<file path="src/rtl/pipe_ex_mem_skid.sv">
// EX/MEM pipeline boundary with valid/ready handshake, optional one-entry skid
// buffer, synchronous flush, bubble defaults, sticky halt and a stall counter.
module pipe_ex_mem_skid #(
   parameter int BITS      = 32,
   parameter int REG_WORDS = 32,
   parameter int ADDR_LEFT = $clog2(REG_WORDS) - 1,
   parameter int BE_BITS   = BITS / 8,
   parameter int SKID      = 1,
   parameter int CNT_BITS  = 16
) (
   input  logic                clk,
   input  logic                rst_,
   input  logic                flush,
   input  logic                in_valid,
   output logic                in_ready,
   input  logic [BITS-1:0]     alu_out_s3,
   input  logic [BITS-1:0]     r2_data_s3,
   input  logic [ADDR_LEFT:0]  waddr_s3,
   input  logic [BE_BITS-1:0]  byte_en_s3,
   input  logic                atomic_s3,
   input  logic                sel_mem_s3,
   input  logic                check_link_s3,
   input  logic                mem_rw_s3,
   input  logic                rw_s3,
   input  logic                load_link_s3,
   input  logic                halt_s3,
   output logic                out_valid,
   input  logic                out_ready,
   output logic [BITS-1:0]     alu_out_s4,
   output logic [BITS-1:0]     r2_data_s4,
   output logic [ADDR_LEFT:0]  waddr_s4,
   output logic [BE_BITS-1:0]  byte_en_s4,
   output logic                atomic_s4,
   output logic                sel_mem_s4,
   output logic                check_link_s4,
   output logic                mem_rw_s4,
   output logic                rw_s4,
   output logic                load_link_s4,
   output logic                halt_s4,
   output logic                halted,
   input  logic                stall_clr,
   output logic [CNT_BITS-1:0] stall_cnt
);

   typedef struct packed {
      logic [BITS-1:0]    alu_out;
      logic [BITS-1:0]    r2_data;
      logic [ADDR_LEFT:0] waddr;
      logic [BE_BITS-1:0] byte_en;
      logic               atomic;
      logic               sel_mem;
      logic               check_link;
      logic               mem_rw;
      logic               rw;
      logic               load_link;
      logic               halt;
   } entry_t;

   // rw/mem_rw/load_link high and full byte enables encode "no write" downstream.
   localparam entry_t BUBBLE = '{alu_out: '0, r2_data: '0, waddr: '0, byte_en: '1,
                                 atomic: 1'b0, sel_mem: 1'b0, check_link: 1'b0,
                                 mem_rw: 1'b1, rw: 1'b1, load_link: 1'b1, halt: 1'b0};

   entry_t in_entry, main_q, main_n, skid_q, skid_n;
   logic   main_valid, main_valid_n, skid_valid, skid_valid_n;
   logic   accept, consume;

   assign in_entry = '{alu_out: alu_out_s3, r2_data: r2_data_s3, waddr: waddr_s3,
                       byte_en: byte_en_s3, atomic: atomic_s3, sel_mem: sel_mem_s3,
                       check_link: check_link_s3, mem_rw: mem_rw_s3, rw: rw_s3,
                       load_link: load_link_s3, halt: halt_s3};

   // Valid/ready: a transfer happens on a rising edge where valid and ready are
   // both high; valid never depends on ready, and payload is held while valid waits.
   assign accept  = in_valid & in_ready;
   assign consume = main_valid & out_ready;

   generate
      if (SKID != 0) begin : g_skid_ready
         assign in_ready = ~skid_valid & ~halted & ~rst_;
      end else begin : g_direct_ready
         assign in_ready = (~main_valid | out_ready) & ~halted & ~rst_;
      end
   endgenerate

   always_comb begin
      main_valid_n = main_valid;
      main_n       = main_q;
      skid_valid_n = skid_valid;
      skid_n       = skid_q;
      if (flush) begin
         main_valid_n = 1'b0;
         main_n       = BUBBLE;
         skid_valid_n = 1'b0;
         skid_n       = BUBBLE;
      end else if (consume) begin
         if (skid_valid) begin
            main_n       = skid_q;
            skid_valid_n = 1'b0;
            skid_n       = BUBBLE;
         end else if (accept) begin
            main_n = in_entry;
         end else begin
            main_valid_n = 1'b0;
            main_n       = BUBBLE;
         end
      end else if (accept) begin
         if (!main_valid) begin
            main_valid_n = 1'b1;
            main_n       = in_entry;
         end else if (SKID != 0) begin
            skid_valid_n = 1'b1;
            skid_n       = in_entry;
         end
      end
   end

   always_ff @(posedge clk or posedge rst_) begin
      if (rst_) begin
         main_valid <= 1'b0;
         main_q     <= BUBBLE;
         skid_valid <= 1'b0;
         skid_q     <= BUBBLE;
         halted     <= 1'b0;
         stall_cnt  <= '0;
      end else begin
         main_valid <= main_valid_n;
         main_q     <= main_n;
         skid_valid <= skid_valid_n;
         skid_q     <= skid_n;
         if (consume && main_q.halt) halted <= 1'b1;
         if (stall_clr) stall_cnt <= '0;
         else if (main_valid && !out_ready && stall_cnt != '1)
            stall_cnt <= stall_cnt + CNT_BITS'(1);
      end
   end

   assign out_valid     = main_valid;
   assign alu_out_s4    = main_q.alu_out;
   assign r2_data_s4    = main_q.r2_data;
   assign waddr_s4      = main_q.waddr;
   assign byte_en_s4    = main_q.byte_en;
   assign atomic_s4     = main_q.atomic;
   assign sel_mem_s4    = main_q.sel_mem;
   assign check_link_s4 = main_q.check_link;
   assign mem_rw_s4     = main_q.mem_rw;
   assign rw_s4         = main_q.rw;
   assign load_link_s4  = main_q.load_link;
   assign halt_s4       = main_q.halt;

endmodule

</file>
<file path="config.mk">
export PLATFORM = sky130hd
export DESIGN_NAME = pipe_ex_mem_skid
export DESIGN_NICKNAME = d
export VERILOG_FILES = /design/src/rtl/pipe_ex_mem_skid.sv
export SDC_FILE = /design/constraint.sdc
export NUM_CORES = 1
export LEC_CHECK = 0
export BUFFER_PORTS_ARGS = -buffer_cell sky130_fd_sc_hd__buf_2
export CAP_MARGIN = 10
export CORE_ASPECT_RATIO = 1.5
export CORE_MARGIN = 2
export CORE_UTILIZATION = 40
export CTS_BUF_LIST = sky130_fd_sc_hd__clkbuf_16
export DETAILED_ROUTE_END_ITERATION = 10
export MAX_ROUTING_LAYER = met4
export PLACE_DENSITY = 0.69
export SYNTH_ARGS = -nofsm -noshare
export SYNTH_HDL_FRONTEND = slang
export SYNTH_SLANG_ARGS = --single-unit
export TNS_END_PERCENT = 5
</file>
<file path="constraint.sdc">
create_clock -name clk -period 16.8 [get_ports clk]
set_input_delay 1.68 -clock clk [delete_from_list [all_inputs] [get_ports clk]]
set_output_delay 1.68 -clock clk [all_outputs]
set_load 0.01 [all_outputs]
</file>
==> reports/metrics.yaml, run 1 <==
status:
  status: "complete, no violations"
global_route:
  track_usage_pct: 19.4
  grt_overflow: 0
  grt_pass1_vias: 6992
  grt_antenna_before_repair: 1
  grt_max_degree: 110
  grt_pass1_wl_mm: 36.1
cells_and_area:
  mostFrequentLayoutCells: "buf_2, dfrtp_1, mux2i_1"
  layout-drive-gt1-share_pct: 24.9
  syn_to_final_growth_pct: 18.7
  layout.nets: 1066
  layout_commonest_cell: "buf_2"
  layout.cells.non_filler: 1269
  utilization_pct: 48.1
detailed_routing:
  drt_wl_total_mm: 21.7
  wl_per_cell_um: 17.1
  num_vias: 6785
  drtIter0Drc: 363
  dr.pass1.iters: 6
  ant_nets: 0
  drc: 0
  avgViaCountPerCell: 5.35
cts:
  cts_tree: "done"
  clockBufferDepth: 2
  htree_levels: 4
  worst_skew_pair.late_latency_ps: 430
  cts-root-buf: "clkbuf_16"
  hold_buffers: 0
  cts_made_buffers: 17
  cts_sinks: 179
  cts_setup_buffers: 0
  path_clk_slew_ps: 70
  postCtsResizedCells: 0
logic_synthesis:
  synth_top_area_share_pct: 45.7
  ys_warn_count: 0
  synthTopCellsByArea: "dfrtp_1, mux2i_1, mux2_1"
  syn_area_per_cell_um2: 11.0
  synthCells: 824
  ys_ff_latch: 179
  synth.largest_area_cell: "dfrtp_1"
  syn-num-nets: 911
  ys_types: 40
  syn_area_mm2: 0.00904
  ys_seq_area_share_pct: 49.8
die:
  rows: 67
  die_w_um: 127
  die_y_um: 188
  coreArea_mm2: 0.0223
  start_util_pct: 40.5
  ioPinCount: 185
  die-area_mm2: 0.0238
worst_setup_path:
  crit_fanout: 4
  r2r-start: "skid_valid"
  crit_path_end_kind: "output pin"
  r2r_end: "skid_q[15]"
  path_common_cell: "buf_2"
  critPathRequiredTime_ps: 15120
  reg2reg_setup_slack_ps: 13800
  path_class: "in -> out"
  startpoint_type: "input pin"
  crit_slowest_cell: "buf_2"
  crit_chain: "buf_2 > nor3_1 > buf_2"
  cpPeakStageDelay_ps: 150
  arrival_ps: 2090
  reg2reg_depth: 5
  crit_start: "rst_"
placed_design:
  place.gp.congestion: 0.844
  dp.final_hpwl_mm: 13.7
  io_buffer_count: 184
  post-place-cells: 1236
timing:
  setup_viol: 0
  setup-tns-final_ps: 0
  report.final.slew_viol_count: 0
  slew_headroom_pct: 26.8
  fin_skew_ps: 14.0
  fin_crit_sh_pct: 22.5
  tightest_slew_ps: 1100
  rsz0062_at_grt: "false"
  hold_slack_ps: 489
  finalHoldViolCount: 0
  fin_crit_ps: 3770
  fmax_ghz: 0.265
worst_hold_path:
  hold_depth: 1
  holdPathEnd: "r2_data_s4[22]"
  hp-start: "r2_data_s4[22]"
  hold_path_class: "reg -> reg"
power_and_ir_drop:
  worst_ir_drop_vdd_mv: 0.0670
  leakage_nw: 5.40
  fin_total_pwr_mw: 1.04
  powerDensity_mw_per_mm2: 97.0
job:
  drv_cap: 0
-- worst max-delay path: cells and delay by family --
| family | cells | cell delay (ps) |
|---|---|---|
| AND/OR/NAND/NOR | 1 | 120 |
| buffers and inverters | 2 | 290 |
-- cell usage after synthesis, drive strengths merged --
cell,count
a211oi,3
a21boi,2
a21o,1
a21oi,22
a221oi,5
a22oi,3
a311oi,1
a31o,1
and3,2
and3b,2
and4,2
buf,22
clkbuf,34
dfrtp,165
dfstp,14
ha,1
inv,5
mux2,74
mux2i,150
nand2,81
nand2b,76
nand3,6
nand4,8
nor2,27
nor2b,6
nor3,10
nor4,1
nor4b,1
o21ai,78
o2bb2ai,3
o31ai,6
or3,7
or4,4
or4b,1
-- routing by layer --
layer | routed length, µm | part of all wire, % | global-route usage [%]
met3 | 810 | 3.7 | 3.20
met1 | 9230 | 43 | 22.9
met2 | 11400 | 52 | 34.2
met4 | 314 | 1.4 | 5.62
met5 | 0 | 0 | -
-- how the worst max path moves through the flow --
stage | cells past startpoint | endpoint
2_1_floorplan | 1 | alu_out_s4[0]
3_3_place_gp | 7 | alu_out_s4[6]
3_5_place_dp | 7 | alu_out_s4[6]
4_1_cts | 3 | in_ready
5_1_grt | 7 | r2_data_s4[13]
6_report | 3 | in_ready
-- logic make-up (layout without fill, tap and decap cells) --
group | after synthesis | after routing | synth area share [%]
buf+inv | 61 | 229 | 3.12
fa+ha+maj | 1 | 1 | 0.138
compound gates | 125 | 125 | 7.88
other cells | 0 | 1 | 0
simple gates | 234 | 234 | 13.3
mux | 224 | 224 | 25.8
flops | 179 | 179 | 49.8
-- registers in the layout (all words and copies together) (netlist names) --
name,count
skid_q,80
alu_out_s4,32
r2_data_s4,32
stall_cnt,16
waddr_s4,5
byte_en_s4,4
atomic_s4,1
check_link_s4,1
halt_s4,1
halted,1
load_link_s4,1
mem_rw_s4,1
out_valid,1
rw_s4,1
sel_mem_s4,1
skid_valid,1
-- power breakdown --
| part | switching [mW] | internal, mW |
|---|---|---|
| registers | 0.0213 | 0.462 |
| logic | 0.0884 | 0.0673 |
| clock network | 0.180 | 0.221 |
-- through the flow --
step	cell area (µm²)	worst slack (ps)
floorplan	9040	10280
global placement	10100	12650
detailed placement	10100	12660
CTS	10700	13030
global route	10700	12930
finish	10700	13030
-- layout make-up --
cell class | count | area, µm²
well taps | 276 | 345
flip-flops and latches | 179 | 4500
clock inverters | 15 | 154
multi-input cells | 584 | 4300
inverters | 5 | 23.8
repair buffers | 192 | 981
fillers | 2100 | 11600
clock buffers | 17 | 425
diodes | 1 | 2.50
(Power assumes the default switching activity.)
==> run 2, diff against run 1 <==
--- a/config.mk
+++ b/config.mk
@@ -5,6 +5,7 @@
 export SDC_FILE = /design/constraint.sdc
 export NUM_CORES = 1
 export LEC_CHECK = 0
+export ABC_AREA = 1
 export BUFFER_PORTS_ARGS = -buffer_cell sky130_fd_sc_hd__buf_2
 export CAP_MARGIN = 10
 export CORE_ASPECT_RATIO = 1.5
@@ -13,7 +14,7 @@
 export CTS_BUF_LIST = sky130_fd_sc_hd__clkbuf_16
 export DETAILED_ROUTE_END_ITERATION = 10
 export MAX_ROUTING_LAYER = met4
-export PLACE_DENSITY = 0.69
+export PLACE_DENSITY = 0.72
 export SYNTH_ARGS = -nofsm -noshare
 export SYNTH_HDL_FRONTEND = slang
 export SYNTH_SLANG_ARGS = --single-unit
==> constraint.sdc (replaced) <==
create_clock -name clk -period 3.2 [get_ports clk]
set_input_delay 0.32 -clock clk [delete_from_list [all_inputs] [get_ports clk]]
set_output_delay 0.32 -clock clk [all_outputs]
set_load 0.01 [all_outputs]
==> run 2 against run 1 <==
Wire length increased by 6.8%; flip-flop and latch count unchanged; clock power rose to 5.2 times the previous value; final cell count rose by 25%; core utilization up 0.22 points; largest cell class unchanged; total power grew to 5.9 times the previous value.
==> reports/metrics.yaml, run 2 <==
power_and_ir_drop:
  p_sw_mw: 1.90
  fin_total_pwr_mw: 6.09
  leakage_nw: 5.10
  intPower_mw: 4.19
  seqPwrFrac_pct: 45.9
  worst_ir_drop_vdd_mv: 0.402
  clkPwrFrac_pct: 34.5
  powerDensity_mw_per_mm2: 583
  switching_share_pct: 31.3
  pwr-share-comb_pct: 19.6
worst_hold_path:
  holdPathEnd: "skid_q[63]"
  hp-start: "alu_out_s3[15]"
  hold_path_class: "in -> reg"
  hold_depth: 3
detailed_routing:
  avgViaCountPerCell: 5.15
  num_vias: 8142
  dr.pass1.iters: 6
  drtIter0Drc: 561
  drc: 0
  ant_nets: 0
  wl_per_cell_um: 14.7
  drt_wl_total_mm: 23.2
placed_design:
  postPlaceCellArea_mm2: 0.00986
  io_buffer_count: 184
  dp.final_hpwl_mm: 15.1
  place.gp.congestion: 0.866
logic_synthesis:
  synth_common_cells: "nand2_1, dfrtp_1, nor2_1, o21ai_0, o21ai_1"
  syn_area_mm2: 0.00877
  syn_area_per_cell_um2: 7.65
  synth_ff_type: "dfrtp_1"
  synthTopCellsByArea: "dfrtp_1, nand2_1, nor2_1"
  synth_async_sr_flop_share_pct: 100
  ys_types: 30
  ys_warn_count: 0
  synth.largest_area_cell: "dfrtp_1"
  ys_seq_area_share_pct: 51.2
  synth_top_area_share_pct: 47.1
  synthCells: 1147
  syn-num-nets: 1234
  synth-edff-count: 0
  ys_ff_latch: 179
  synth_most_common_cell: "nand2_1"
die:
  die-area_mm2: 0.0232
  rows: 66
  die_y_um: 185
  ioPinCount: 185
  coreArea_mm2: 0.0216
  die_w_um: 125
  start_util_pct: 40.6
cts:
  cts_tree: "done"
  cts-root-buf: "clkbuf_16"
  cts_setup_buffers: 0
  cts_sinks: 179
  clockBufferDepth: 2
  postCtsResizedCells: 0
  htree_levels: 4
  cts_made_buffers: 17
  path_clk_slew_ps: 70
  worst_skew_pair.late_latency_ps: 430
cells_and_area:
  multi_input_area_mm2: 0.00376
  seqCellArea_mm2: 0.00450
  layout.nets: 1379
  utilization_pct: 48.3
  largest_reg_flops: 80
  n_fill_cell: 2098
  layout_commonest_cell: "nand2_1"
  layout-drive-gt1-share_pct: 20.6
  final_cell_area_mm2: 0.0105
  regMostFlops: "skid_q"
  mostFrequentLayoutCells: "nand2_1, buf_2, dfrtp_1"
  syn_to_final_growth_pct: 19.2
worst_setup_path:
  crit_fanout: 81
  path_class: "reg -> reg"
  r2r_end: "skid_q[15]"
  startpoint_type: "flip-flop"
  arrival_ps: 3040
  reg2reg_setup_slack_ps: 460
  crit_path_end_kind: "flip-flop"
  r2r-start: "out_valid"
  reg2reg_depth: 9
  critPathRequiredTime_ps: 3500
global_route:
  grt_max_degree: 178
  grt_overflow: 0
  grt_antenna_before_repair: 2
  grt_pass1_vias: 7582
  track_usage_pct: 20.7
  grt_pass1_wl_mm: 38.1
timing:
  report.final.slew_viol_count: 0
  fin_crit_ps: 2740
  finalHoldViolCount: 0
  fin_crit_sh_pct: 85.7
  slew_headroom_pct: 36.7
  rsz0062_at_grt: "false"
  tightest_slew_ps: 949
  setup_viol: 0
  fin_skew_ps: 7.81
  fmax_ghz: 0.364
job:
  drv_cap: 0
status:
  status: "complete, no violations"
[run 2: changes by cell type in the layout (fill, tap and decap cells not counted), sizes merged, moves of 25 or more]
cell / previous run / this run
a31oi: 0 / 48
inv: 10 / 56
mux2: 74 / 0
mux2i: 150 / 0
nand2: 81 / 436
nand2b: 76 / 0
nand4: 8 / 33
nor2: 27 / 114
o21ai: 78 / 119
[run 2: metal layers]
metal,part of all wire [%],wire length (µm),GRT usage [%],vias up
met5,0,0,-,-
met4,1.8,414,6.93,0
met3,4.9,1130,4.53,28
met2,50,11500,33.7,247
met1,44,10100,25.9,3831
li1,-,-,-,4036
[run 2: through the flow]
| step | TNS (ps) | std cells | hold WS [ps] | worst slack [ps] |
|---|---|---|---|---|
| 3_3_place_gp | 0 | 1544 | 258 | 619 |
| 2_1_floorplan | -142720 | 1147 | 453 | -957 |
| 4_1_cts | 0 | 1577 | 139 | 509 |
| 6_report | 0 | 1580 | 160 | 456 |
| 3_5_place_dp | 0 | 1544 | 256 | 499 |
| 5_1_grt | 0 | 1579 | 160 | 263 |
[run 2: area by class of cell]
| type | instances | area share [%] |
|---|---|---|
| Clock buffer | 17 | 4.07 |
| Tap cell | 272 | 3.25 |
| Sequential cell | 179 | 43.0 |
| Timing Repair Buffer | 198 | 10.2 |
| Antenna cell | 3 | 0.0718 |
| Clock inverter | 15 | 1.50 |
| Inverter | 52 | 1.91 |
| Multi-Input combinational cell | 844 | 36.0 |
[run 2: logic make-up after synthesis]
| kind of cell | Yosys count | share of synthesized area, % |
|---|---|---|
| xor+xnor | 6 | 0.599 |
| flops | 179 | 51.2 |
| fa+ha+maj | 1 | 0.143 |
| simple gates | 622 | 28.7 |
| compound gates | 215 | 13.1 |
| buf+inv | 124 | 6.16 |
[run 2: timing repair]
action	4_1_cts	5_1_grt
endpoints found under the setup margin	0	0
endpoints found under the hold margin	2	0
hold buffers	1	0
[run 2: how the worst max path moves through the flow]
stage               from  cells past startpoint  slack, ps    endpoint
3_3_place_gp   out_ready                     10        620  skid_q[15]
3_5_place_dp   out_ready                     10        500  skid_q[15]
4_1_cts        out_valid                      9        510  skid_q[15]
2_1_floorplan       rst_                      6       -960  skid_q[17]
5_1_grt        out_valid                      9        260  skid_q[15]
6_report       out_valid                      9        460  skid_q[15]
[run 2: worst max-delay path: stages, from the launching register on]
cell and delay, ps:
dfrtp_1 420, nand2_2 160, inv_2 120, nand2_1 160, nor2_2 70, a21oi_2 700, nand2_4 380, buf_12 330
nand2_1 100, o21ai_0 90
[run 2: power groups by stage]
stage / sequential (mW) / combinational (mW) / clock (mW)
5_1_grt: 2.83 / 1.36 / 2.25
4_1_cts: 2.79 / 1.21 / 2.15
2_1_floorplan: 2.86 / 0.730 / 0
6_report: 2.79 / 1.19 / 2.10
3_3_place_gp: 2.83 / 1.18 / 0
3_5_place_dp: 2.83 / 1.21 / 0
